<file path="src/rtl/step_ctrl_if.sv">
`default_nettype none
// ============================================================================
//  Module      : step_ctrl_if
//  Description : Button / CPU-control bundle between the board-level button
//                source and step_ctrl.
//  Ports       : btn_run, btn_step  raw push buttons (master -> slave)
//                stop               CPU halt level   (slave -> master)
//                step_pulse         one-cycle CPU advance request
//                run_led            high while free-running
//                step_count [15:0]  accepted steps since reset, mod 2^16
//  Revision    : 1.0  initial release
// ============================================================================
interface step_ctrl_if;
    logic        btn_run;
    logic        btn_step;
    logic        stop;
    logic        step_pulse;
    logic        run_led;
    logic [15:0] step_count;

    modport master (
        output btn_run,
        output btn_step,
        input  stop,
        input  step_pulse,
        input  run_led,
        input  step_count
    );

    modport slave (
        input  btn_run,
        input  btn_step,
        output stop,
        output step_pulse,
        output run_led,
        output step_count
    );
endinterface
`default_nettype wire

</file>
<file path="src/rtl/step_ctrl.sv">
`default_nettype none
// ============================================================================
//  Module      : step_ctrl
//  Description : Run / halt / single-step controller for a CPU. Two raw push
//                buttons are synchronised, debounced and edge-detected; a
//                HALT/RUN/STEP state machine drives the CPU stop level and a
//                one-cycle step request, and counts accepted steps.
//  Ports       : clk_board  board clock, all state on its rising edge
//                rst        asynchronous active-high reset
//                bus        step_ctrl_if.slave (buttons in, control out)
//  Parameters  : DB_CYCLES  cycles a level must persist to be accepted
//                DB_W       debounce counter width
//  Revision    : 1.0  initial release
// ============================================================================
module step_ctrl #(
    parameter int DB_CYCLES = 1000000,
    parameter int DB_W      = 20
) (
    input  wire logic  clk_board,
    input  wire logic  rst,
    step_ctrl_if.slave bus
);

    localparam logic [DB_W-1:0] c_DB_LAST = DB_W'(DB_CYCLES - 1);

    localparam logic [1:0] c_HALT = 2'd0;
    localparam logic [1:0] c_RUN  = 2'd1;
    localparam logic [1:0] c_STEP = 2'd2;

    // Index 0 = run button, index 1 = step button.
    logic [1:0] w_btn_raw;
    logic [1:0] w_press;

    assign w_btn_raw = {bus.btn_step, bus.btn_run};

    for (genvar i = 0; i < 2; i++) begin : g_btn
        logic            r_meta;
        logic            r_sync;
        logic            r_db;
        logic            r_db_prev;
        logic [DB_W-1:0] r_cnt;

        always_ff @(posedge clk_board or posedge rst) begin
            if (rst) begin
                r_meta    <= 1'b0;
                r_sync    <= 1'b0;
                r_db      <= 1'b0;
                r_db_prev <= 1'b0;
                r_cnt     <= '0;
            end else begin
                r_meta    <= w_btn_raw[i];
                r_sync    <= r_meta;
                r_db_prev <= r_db;
                // Any cycle where sync agrees with db restarts the count, so
                // only an uninterrupted run of DB_CYCLES disagreeing cycles
                // moves the debounced level.
                if (r_sync == r_db) begin
                    r_cnt <= '0;
                end else if (r_cnt == c_DB_LAST) begin
                    r_db  <= r_sync;
                    r_cnt <= '0;
                end else begin
                    r_cnt <= r_cnt + 1'b1;
                end
            end
        end

        // Press only; releases are not events.
        assign w_press[i] = r_db & ~r_db_prev;
    end

    logic [1:0]  r_state;
    logic [1:0]  w_state_next;
    logic [15:0] r_step_count;

    always_comb begin
        w_state_next = r_state;
        case (r_state)
            c_HALT: begin
                // Run wins over a simultaneous step.
                if (w_press[0])      w_state_next = c_RUN;
                else if (w_press[1]) w_state_next = c_STEP;
            end
            c_RUN: begin
                if (w_press[0])      w_state_next = c_HALT;
            end
            c_STEP: begin
                // Presses landing in this cycle are dropped on purpose.
                w_state_next = c_HALT;
            end
            default: w_state_next = c_HALT;
        endcase
    end

    always_ff @(posedge clk_board or posedge rst) begin
        if (rst) begin
            r_state      <= c_HALT;
            r_step_count <= '0;
        end else begin
            r_state <= w_state_next;
            if (r_state == c_STEP) begin
                r_step_count <= r_step_count + 16'd1;
            end
        end
    end

    // Purely state-decoded outputs: no input reaches them combinationally.
    assign bus.stop       = (r_state == c_HALT);
    assign bus.step_pulse = (r_state == c_STEP);
    assign bus.run_led    = (r_state == c_RUN);
    assign bus.step_count = r_step_count;

endmodule
`default_nettype wire

</file>
<file path="src/flat_wrapper.sv">
// flat-port wrapper written by rule: the top's interface ports become plain ports
module step_ctrl_flat 
#(
    parameter int DB_CYCLES = 1000000,
    parameter int DB_W      = 20
)
  (clk_board, rst, bus_btn_run, bus_btn_step, bus_stop, bus_step_pulse, bus_run_led, bus_step_count);
  step_ctrl_if bus_i ();
  input  wire logic clk_board;
  input  wire logic rst;
  input wire logic [$bits(bus_i.btn_run)-1:0] bus_btn_run;
  input wire logic [$bits(bus_i.btn_step)-1:0] bus_btn_step;
  output wire logic [$bits(bus_i.stop)-1:0] bus_stop;
  output wire logic [$bits(bus_i.step_pulse)-1:0] bus_step_pulse;
  output wire logic [$bits(bus_i.run_led)-1:0] bus_run_led;
  output wire logic [$bits(bus_i.step_count)-1:0] bus_step_count;
  assign bus_i.btn_run = bus_btn_run;
  assign bus_i.btn_step = bus_btn_step;
  assign bus_stop = bus_i.stop;
  assign bus_step_pulse = bus_i.step_pulse;
  assign bus_run_led = bus_i.run_led;
  assign bus_step_count = bus_i.step_count;
  step_ctrl #(.DB_CYCLES(DB_CYCLES), .DB_W(DB_W)) u_core (.clk_board(clk_board), .rst(rst), .bus(bus_i));
endmodule
</file>
<file path="config.mk">
export PLATFORM = sky130hd
export DESIGN_NAME = step_ctrl_flat
export DESIGN_NICKNAME = d
export VERILOG_FILES = /design/src/rtl/step_ctrl_if.sv /design/src/rtl/step_ctrl.sv /design/src/flat_wrapper.sv
export SDC_FILE = /design/constraint.sdc
export NUM_CORES = 1
export LEC_CHECK = 0
export ABC_AREA = 0
export BUFFER_PORTS_ARGS = -buffer_cell sky130_fd_sc_hd__buf_2
export CELL_PAD_IN_SITES_DETAIL_PLACEMENT = 1
export CELL_PAD_IN_SITES_GLOBAL_PLACEMENT = 1
export CORE_MARGIN = 1
export CORE_UTILIZATION = 47
export CTS_CLUSTER_DIAMETER = 200
export DETAILED_ROUTE_END_ITERATION = 16
export PLACE_DENSITY = 0.9
export SLEW_MARGIN = 5
export SYNTH_ARGS = -nofsm -noshare
export SYNTH_HDL_FRONTEND = slang
export SYNTH_SLANG_ARGS = --single-unit
</file>
<file path="constraint.sdc">
create_clock -name clk_board -period 2.25 [get_ports clk_board]
set_input_delay 0.3375 -clock clk_board [delete_from_list [all_inputs] [get_ports clk_board]]
set_output_delay 0.3375 -clock clk_board [all_outputs]
set_load 0.01 [all_outputs]
</file>
After elaboration in Yosys (flattened, before gate mapping)
Index checks and enable logic that the tools add are counted.
{"block": "totals", "out_inout_bits": 19, "mem_bits_ro": 0, "latchBits": 0, "in_bits": 4, "wordCells": 41, "reg_bits": 66, "ram_bits": 0, "n_memories": 0}
{"block": "op_classes", "n_mux": 8, "addsub": 3, "n_bitwise": 6, "reduce_logical": 4, "eq_ne": 8, "mul": 0, "n_shift": 0, "div_mod_pow": 0, "n_lt_le_gt_ge": 0}
{"op": "20-bit 2-to-1 mux", "count": 4}
{"op": "20-bit by 1-bit adder with 20-bit output (second input constant)", "count": 2}
{"op": "20-bit equality test (second input constant)", "count": 2}
{"op": "16-bit by 1-bit adder with 16-bit output (second input constant)", "count": 1}
{"op": "2-bit 2-to-1 mux", "count": 3}
{"op": "2-bit AND reduction", "count": 3}
{"op": "1-bit NOT", "count": 4}
{"op": "2-bit one-hot mux with 2 select lines", "count": 1}
{"op": "3-bit by 1-bit != test with 1-bit output (second input constant)", "count": 1}
{"op": "1-bit AND", "count": 2}
{"op": "1-bit equality test", "count": 2}
{"op": "2-bit by 1-bit equality test with 1-bit output (second input constant)", "count": 1}
{"op": "2-bit equality test (second input constant)", "count": 1}
{"op": "2-bit logical NOT", "count": 1}
{"op": "2-bit by 1-bit != test with 1-bit output (second input constant)", "count": 1}

Longest topological paths before layout
Gate-level depths: netlist of run 1.
{"block": "logic_depth", "depth_word": 5, "ltp_mapped": 6, "mapped_depth_nobuf": 5}

Worst setup path after synthesis of run 1
No wires, ideal clock.
{"block": "synth_path", "path_kind": "reg2reg", "from": "register u_core.g_btn[1].r_cnt[8]", "to": "register u_core.g_btn[1].r_cnt[17]", "setup_ns": 0.078, "required_ns": 2.172, "path_buffers": 1, "arrival_time_ns": 1.675, "stages_incl_launch_ff": 6, "setup_slack_ns": 0.497, "period_less_slack_ns": 1.753, "path_cell_list": "dfrtp_1 -> nand4_2 -> or3_1 -> buf_2 -> or4_1 -> a21oi_1"}
{"block": "synth_between", "elab_chain_cells": 3, "elab_cells_between_ends": 4, "cone_classes": "add/sub: 1; eq/ne: 1; mux: 2"}
{"element": "start, declared", "line": "step_ctrl.sv:41", "source": "logic [DB_W-1:0] r_cnt;"}
{"element": "start signal, assigned", "line": "step_ctrl.sv:63", "source": "r_cnt <= r_cnt + 1'b1;"}
{"element": "20-bit by 1-bit adder with 20-bit output or 20-bit equality test (tied branches)", "line": "step_ctrl.sv:63, step_ctrl.sv:59"}
{"element": "20-bit 2-to-1 mux (*)", "line": "step_ctrl.sv:59", "source": "end else if (r_cnt == c_DB_LAST) begin"}
{"element": "20-bit 2-to-1 mux (*)", "line": "step_ctrl.sv:57", "source": "if (r_sync == r_db) begin"}
Mark *: on every way between the ends. The rest lies on a longest branch, timed or not.
A chain may end at the register's enable or synchronous reset.

Final worst setup path of run 1
{"block": "layout_path", "from": "register u_core.r_state[0]", "to": "register u_core.r_step_count[14] (netlist: u_core.bus.step_count[14])"}
{"block": "layout_between", "elab_chain_cells": 1}
{"element": "start, declared", "line": "step_ctrl.sv:72", "source": "logic [1:0] r_state;"}
{"element": "start signal, assigned", "line": "step_ctrl.sv:97", "source": "r_state <= c_HALT;"}
{"element": "start signal, assigned", "line": "step_ctrl.sv:100", "source": "r_state <= w_state_next;"}
{"element": "2-bit equality test", "line": "step_ctrl.sv:101", "source": "if (r_state == c_STEP) begin"}
{"element": "end signal, assigned", "line": "step_ctrl.sv:102", "source": "r_step_count <= r_step_count + 16'd1;"}
{"element": "end, declared", "line": "step_ctrl.sv:74", "source": "logic [15:0] r_step_count;"}
Every way passes these cells.

==> results of run 1 <==
[stage by stage]
step           setup slack, ns  total power, W  hold slack, ns
6_report                 0.290         0.00216          0.0749
5_1_grt                  0.185         0.00223          0.0903
2_1_floorplan            0.258         0.00127           0.331
4_1_cts                  0.308         0.00218          0.0835
3_3_place_gp             0.451         0.00130           0.339
3_5_place_dp             0.338         0.00130           0.337
[cell type report]
cell class | instances | share of cell area, %
Clock inverter | 3 | 0.434
Clock buffer | 12 | 4.49
Timing Repair Buffer | 30 | 5.28
Tap cell | 75 | 2.71
Multi-Input combinational cell | 207 | 38.0
Inverter | 12 | 1.30
Sequential cell | 66 | 47.8
[power by group through the flow]
stage               Sequential (W)  Clock (W)  Combinational, W
CTS                        0.00121   0.000904         0.0000682
global placement           0.00123          0         0.0000662
finish                     0.00121   0.000880         0.0000662
global route               0.00121   0.000945         0.0000767
detailed placement         0.00123          0         0.0000672
floorplan                  0.00123          0         0.0000432
[logic make-up (layout without fill, tap and decap cells)]
group,Yosys count,in the layout,share of synthesized area [%]
xor gates and xnor gates,44,44,12.7
buffers and inverters,18,57,2.36
muxes,3,3,1.12
AOI/OAI and AO/OA,21,21,3.97
and+or+nand+nor,136,136,24.0
DFF,66,66,54.6
adders and majority gates,3,3,1.24
[cells in the mapped netlist]
cell type  count
a21oi_1       10
and3_1         2
and4_1         4
and4bb_2       1
buf_2          3
clkbuf_1       3
dfrtp_1       66
ha_1           3
inv_1         12
mux2_1         1
mux2_2         2
nand2_1       19
nand3_1       20
nand4_1       10
nand4_2        1
nand4b_1       2
nand4bb_1      1
nor2_1        39
nor2b_1        3
nor3_1         8
nor4_1         9
nor4bb_1       2
o21ai_0        5
o31ai_1        6
or2_2          3
or3_1          4
or4_1          5
or4_2          1
or4b_1         2
xnor2_1       28
xor2_1        16
[sequential cells by signal, summed over array words and instances, names as in the netlist]
signal,flops
u_core.bus.step_count,16
u_core.g_btn.r_cnt,40
u_core.g_btn.r_meta,2
u_core.r_state,2
u_core.g_btn.r_db_prev,2
u_core.g_btn.r_db,2
u_core.g_btn.r_sync,2
[tightest hold or removal path, cell delays in order]
cell,delay [ns]
buf_2,0.11
inv_2,0.06
buf_12,0.31
[worst paths after layout]
check,start,to,cells after the start
setup reg to reg,u_core.r_state[0]$_DFFE_PP0P_,u_core.bus.step_count[14]$_DFFE_PP0P_,4
setup / recovery,u_core.r_state[0]$_DFFE_PP0P_,u_core.bus.step_count[14]$_DFFE_PP0P_,4
max in group asynchronous,rst,u_core.g_btn[1].r_cnt[8]$_DFF_PP0_,3
min in group clk_board,bus_btn_step,u_core.g_btn[1].r_meta$_DFF_PP0_,1
hold / removal,rst,u_core.bus.step_count[7]$_DFFE_PP0P_,3
hold reg to reg,u_core.g_btn[1].r_meta$_DFF_PP0_,u_core.g_btn[1].r_sync$_DFF_PP0_,0
[routing by layer]
layer	up-vias	part of all wire, %	global-route usage [%]
li1	1078	-	-
met1	1197	44	29.0
met2	61	49	40.1
met3	23	4.1	5.16
met4	0	3.4	14.9
met5	-	0	0
[cells in the final DEF, fill, tap and decap left out, drive strengths merged, types with 11 or more instances in the layout]
cell type  synthesis  layout
dfrtp             66      66
nand4             11      11
clkbuf             3      12
xor2              16      16
xnor2             28      28
nor2              39      39
buf                3      30
inv               12      12
nand3             20      20
nand2             19      19
==> run summary, run 1 <==
The mapped cell area is 3030 um2. The clock group share of total power is 40.8%. The remaining routing DRC violations is 0. The count of vias placed by the detailed router is 2359. The CTS tree is yes. The total clock sinks came out at 66.

The clock-pin slew of the registers on the worst-case setup and hold paths is 0.07 ns. The data arrival time of the critical path is 2.19 ns. The fraction of layout cells with a size suffix above 1 came out at 16.7%. The synthesized design spends more area on one cell type than any other, namely dfrtp_1. The worst hold path belongs to the class input port to asynchronous set/reset pin.

The nature of the critical path startpoint is a flip-flop. The I/O pin total came out at 23. The total routing usage reported by global routing is 24.3%.

The multi-input combinational cells in the finished layout cover a total of 1310 um2. Once detailed placement completed, the half-perimeter wirelength came to 4650 um. The sequential share of power is 56.1%.

The total routed wirelength is 7230 um. The total power per unit cell area came out at 624 nW/um2. The switching share of power came out at 22.7%. The number of buffers and inverters on the critical path is 0. The die area is 6760 um2. Summed over its instances, the top area cell type makes up 54.6% of the synthesized netlist area.

The final RePlAce weighted congestion came out at 0.829. In this run, placement finished with an instance count of 390. The core occupancy in the finished layout is 57.0%. The setup slack of the worst register-to-register path is 0.29 ns. The worst-case vdd ir drop came out at 0.380 mV. The effective utilization at floorplan came out at 49.9%.

The number of different library cells in the post-synthesis netlist is 31. The number of global-route vias before repair is 2409. The worst relative slew slack came out at 51.6%. The post-CTS setup repair buffer count is 0.

The top fanout value on the critical path came out at 5. The tool flagged a number of max-cap violations equal to 0. Ranked by total cell area, the synthesized netlist is headed by dfrtp_1 (55%), xnor2_1 (8.1%), nor2_1 (4.8%). The worst setup path is captured at a flip-flop. Setup violations remaining at the end of the flow were counted as 0.

The width of the die came out at 82.2 um. The die outline height came out at 82.2 um. The total global routing overflow came out at 0. The post-cts sizing count came out at 0. The type of the worst setup path is flip-flop to flip-flop. The hold violation count in the final report is 0.

Of the synthesized area, sequential elements account for 54.6%. For this design the total switching power over the nets is 0.000489 W. The count of H-tree levels built during CTS came out at 3.

Setup repair after global routing left no endpoint under its margin. In this run the remaining antenna-violating nets after routing total 0. The average vias per placed instance came out at 5.82.

In the final design database the tool counted 333 nets. On the critical path the largest part of the delay comes from simple AND/OR/NAND/NOR gates. The number of DRC markers after the initial detailed-route iteration is 143. The hold buffer count at CTS is 0.

The initial antenna violation count is 0. The largest net degree at the start of global routing came out at 67. In this run the core area contains 28 standard-cell rows.

The number of register bits inferred by synthesis came out at 66. The first-pass GRT wire length is 11900 um. In this run the mean area of a mapped cell was 10.4 um2.

The number of iterations in the first detailed-routing pass came out at 4. The maximum frequency from static timing analysis came out at 510 MHz. The cell count after synthesis came out at 291. The run finished with clean final reports.

The final routed wire length divided by cell count came out at 17.8 um. The post-layout minimum cycle time is 1.96 ns. The area growth from synthesis to layout is 14.2%. The number of filler cells placed in the layout came out at 691. The clock network latency to the later pin of the worst-skew pair came out at 0.34 ns.

The required time at the endpoint of the critical path is 2.48 ns. The post-synth net total is 298. Buffers placed on the I/O ports in this run total 22.

The number of clock buffers added by TritonCTS is 9. The cell sitting at the root of the clock tree is a clkbuf_8. The final sum of negative setup slack is 0 ns. With fillers left out, the area of the finished cells amounts to 3460 um2. The finished layout holds 405 standard cells, fillers aside. The number of pins with negative max-slew slack in the final report is 0. In this design, the stage delay of the slowest critical-path cell is 0.69 ns.

The slew at the pin closest to its max-slew limit came out at 0.719 ns. For this run, the number of Yosys warnings is 0. The cell-internal power came out at 0.00167 W. Dividing the final minimum period by the clock period gives 87.1%.

Counting along the longest clock path gives a buffer depth of 2. The static leakage power is 1.51 nW. The sequential cell area in the final layout is 1650 um2. For this design, the slowest cell found on the critical path is nor4_1.

The placement-stage cell area is 3290 um2. Traced cell by cell, the critical path runs through nand4b_1 > nor4_1 > nand3_1 > xnor2_1. The fraction of power consumed by combinational cells is 3.1%.

The number of antenna repair diodes is 0. The placeable core region is 6060 um2. The maximum clock skew at final layout is 0.00858 ns.
No activity file was read; power rests on OpenSTA's default activity.
==> run 2, diff against run 1 <==
--- a/config.mk
+++ b/config.mk
@@ -9,7 +9,7 @@
 export BUFFER_PORTS_ARGS = -buffer_cell sky130_fd_sc_hd__buf_2
 export CELL_PAD_IN_SITES_DETAIL_PLACEMENT = 1
 export CELL_PAD_IN_SITES_GLOBAL_PLACEMENT = 1
-export CORE_MARGIN = 1
+export CORE_MARGIN = 5
 export CORE_UTILIZATION = 47
 export CTS_CLUSTER_DIAMETER = 200
 export DETAILED_ROUTE_END_ITERATION = 16
==> run summary, run 2 (synthesis gave the netlist of run 1 again) <==
The die outline height came out at 90.2 um (+9.7%). The final RePlAce weighted congestion came to 0.857 (+3.4%). The total global routing overflow was 0 (unchanged). The worst setup path is captured at a flip-flop. The number of endpoints failing setup at the final stage is 0 (unchanged). The post-layout net count is 334 (+0.30%). The total routed wirelength is 7790 um (+7.7%).

The post-layout minimum cycle time is 1.98 ns (+0.0241 ns). The HPWL reported at the end of detailed placement is 5130 um (+10%). The endpoint identified for the worst register-to-register timing path is u_core.g_btn[1].r_cnt[18]$_DFF_PP0_. The ratio of final minimum period to clock period was 88.2% (+1.1 points). The final standard cell count with taps included and fillers excluded came out at 409 (+0.99%). The total of max-cap violations is 0 (unchanged).

The effective utilization at floorplan is 47.9% (-2.0 points). By startpoint and endpoint, the worst setup path is classified as flip-flop to flip-flop. The nature of the critical path startpoint is a flip-flop. The overall power is 0.00254 W (+18%).

Ranked by flip-flop count, first place goes to u_core.g_btn.r_cnt. The count of H-tree levels built during CTS is 3 (unchanged). The setup slack of the worst register-to-register path came out at 0.27 ns (-0.02 ns). The number of flip-flops in the largest register was 40 (unchanged). The total clock sinks came out at 66 (unchanged). The number of cells traversed by the worst register-to-register path came to 5 (+1). The number of iterations in the first detailed-routing pass came out at 4 (unchanged). The worst-case vdd ir drop is 0.351 mV (-7.7%). The final sum of negative setup slack is 0 ns (unchanged).

The top fanout value on the critical path is 5 (unchanged). The first-pass GRT wire length came to 13400 um (+13%). The largest net degree at the start of global routing is 29 (-57%).

The static leakage power was 1.55 nW (+2.2%). The number of buffers and inverters on the critical path is 0 (unchanged). The data arrival time of the critical path is 2.26 ns (+0.07 ns).

The cell row count came out at 29 (+3.6%). The hold buffer count at CTS is 0 (unchanged). The die area came out at 8140 um2 (+20%). The antenna violation net count after detailed routing is 0 (unchanged). The required time at the endpoint of the critical path was 2.52 ns (+0.04 ns).

Setup repair after global routing left no endpoint under its margin. The post-CTS setup repair buffer count came out at 0 (unchanged). The count of input and output buffers came out at 22 (unchanged). The count of vias placed by the detailed router is 2392 (+1.4%). The final routed wire length divided by cell count is 19.0 um (+6.7%). The slew at the pin closest to its max-slew limit is 0.666 ns (-0.0532 ns).

The delay of the slowest cell on the worst path is 0.48 ns (-0.21 ns). The placeable core region came out at 6310 um2 (+4.2%). The largest individual stage delay along the critical path comes from the cell or4_1. The area growth from synthesis to layout is 17.2%.

The cell family contributing the most delay on the critical path is simple AND/OR/NAND/NOR gates. The total routing usage reported by global routing came to 20.6% (-3.7 points). In this run the worst hold path is classified as input port to asynchronous set/reset pin. The hold violation count in the final report came to 0 (unchanged). The run finished with clean final reports.

Leaving out fill and tap cells, the most frequent cells in the layout are dfrtp_1 (66), nor2_1 (39), xnor2_1 (28). The core occupancy in the finished layout came out at 56.2% (-0.84 points). TritonCTS built the clock tree. The number of buffers inserted during clock tree synthesis came out at 9 (unchanged). The width of the die came to 90.2 um (+9.7%). Traced cell by cell, the critical path runs through ha_1 > nand4_1 > or2_2 > or4_1 > a21oi_1. The number of DRC markers after the initial detailed-route iteration is 146 (+2.1%). The post-cts sizing count came out at 0 (unchanged).

The maximum clock skew at final layout came out at 0.0122 ns (+0.00364 ns). The buffer depth of the longest clock path came out at 2 (unchanged). Leaving out fill and tap cells, the most frequent cell in the layout is dfrtp_1.

The number of global-route vias before repair is 2603 (+8.1%). The number of antenna repair diodes came out at 0 (unchanged). The I/O pin total came out at 23 (unchanged).

The total power per unit cell area came out at 716 nW/um2 (+15%). The maximum frequency from static timing analysis was 504 MHz (-1.2%). The clock network latency to the later pin of the worst-skew pair came out at 0.35 ns (about the same). The number of pins with negative max-slew slack in the final report came out at 0 (unchanged). The initial antenna violation count is 0 (unchanged). The fraction of layout cells with a size suffix above 1 came to 17.5% (+0.80 points). The clock-pin slew of the registers on the worst-case setup and hold paths came to 0.08 ns (about the same). The root buffer selected by CTS is clkbuf_8. The remaining routing DRC violations is 0 (unchanged).

The number of placed instances with taps included came out at 393 (+0.77%). The startpoint of the worst register-to-register path is u_core.g_btn[1].r_cnt[0]$_DFF_PP0_. The worst relative slew slack is 55.2% (+3.6 points). The average vias per placed instance is 5.85 (+0.41%).
## run 2: worst max-delay path by stage
| stage | startpoint | to | slack (ns) | depth (start not counted) |
|---|---|---|---|---|
| floorplan | rst | u_core.bus.step_count[0]$_DFFE_PP0P_ | 0.26 | 1 |
| global placement | u_core.g_btn[1].r_cnt[8]$_DFF_PP0_ | u_core.g_btn[1].r_cnt[19]$_DFF_PP0_ | 0.45 | 4 |
| detailed placement | u_core.g_btn[0].r_cnt[8]$_DFF_PP0_ | u_core.g_btn[0].r_cnt[19]$_DFF_PP0_ | 0.33 | 4 |
| CTS | u_core.g_btn[1].r_cnt[0]$_DFF_PP0_ | u_core.g_btn[1].r_cnt[18]$_DFF_PP0_ | 0.28 | 5 |
| global route | u_core.g_btn[1].r_cnt[0]$_DFF_PP0_ | u_core.g_btn[1].r_cnt[18]$_DFF_PP0_ | 0.16 | 5 |
| finish | u_core.g_btn[1].r_cnt[0]$_DFF_PP0_ | u_core.g_btn[1].r_cnt[18]$_DFF_PP0_ | 0.27 | 5 |
## run 2: cell type report
type                    count  area (um2)
clock inverters             6         114
flip-flops and latches     66        1650
repair buffers             31         190
multi-input cells         207        1310
inverters                  12        45.0
fillers                   701        2770
well taps                  77        96.3
clock buffers              10         138
## run 2: worst reg2reg max path: cells and delay by family, from the launching register on
kind                     cells  cell delay (ns)
AND/OR/NAND/NOR              3             1.05
adder cells (fa/ha/maj)      1             0.27
flip-flops                   1             0.41
AO/OA/AOI/OAI                1             0.18
## run 2: per-layer routing
| metal | global-route usage (%) | vias up | part of all wire [%] |
|---|---|---|---|
| li1 | - | 1096 | - |
| met1 | 25.7 | 1216 | 43 |
| met2 | 33.7 | 59 | 51 |
| met3 | 4.51 | 21 | 3.8 |
| met4 | 10.0 | 0 | 2.6 |
| met5 | 0 | - | 0 |
## run 2: power breakdown
| part | internal [W] | leakage (nW) | switching [W] |
|---|---|---|---|
| combinational | 0.0000218 | 0.520 | 0.0000498 |
| sequential | 0.00120 | 0.908 | 0.0000132 |
| clock | 0.000768 | 0.119 | 0.000491 |
| total | 0.00199 | 1.55 | 0.000554 |
## run 2: stage by stage
step	worst slack (ns)	cell area (um2)	hold slack, ns
floorplan	0.258	3030	0.331
global placement	0.447	3300	0.334
detailed placement	0.333	3300	0.346
CTS	0.280	3550	0.0630
global route	0.164	3550	0.0790
finish	0.266	3550	0.0438
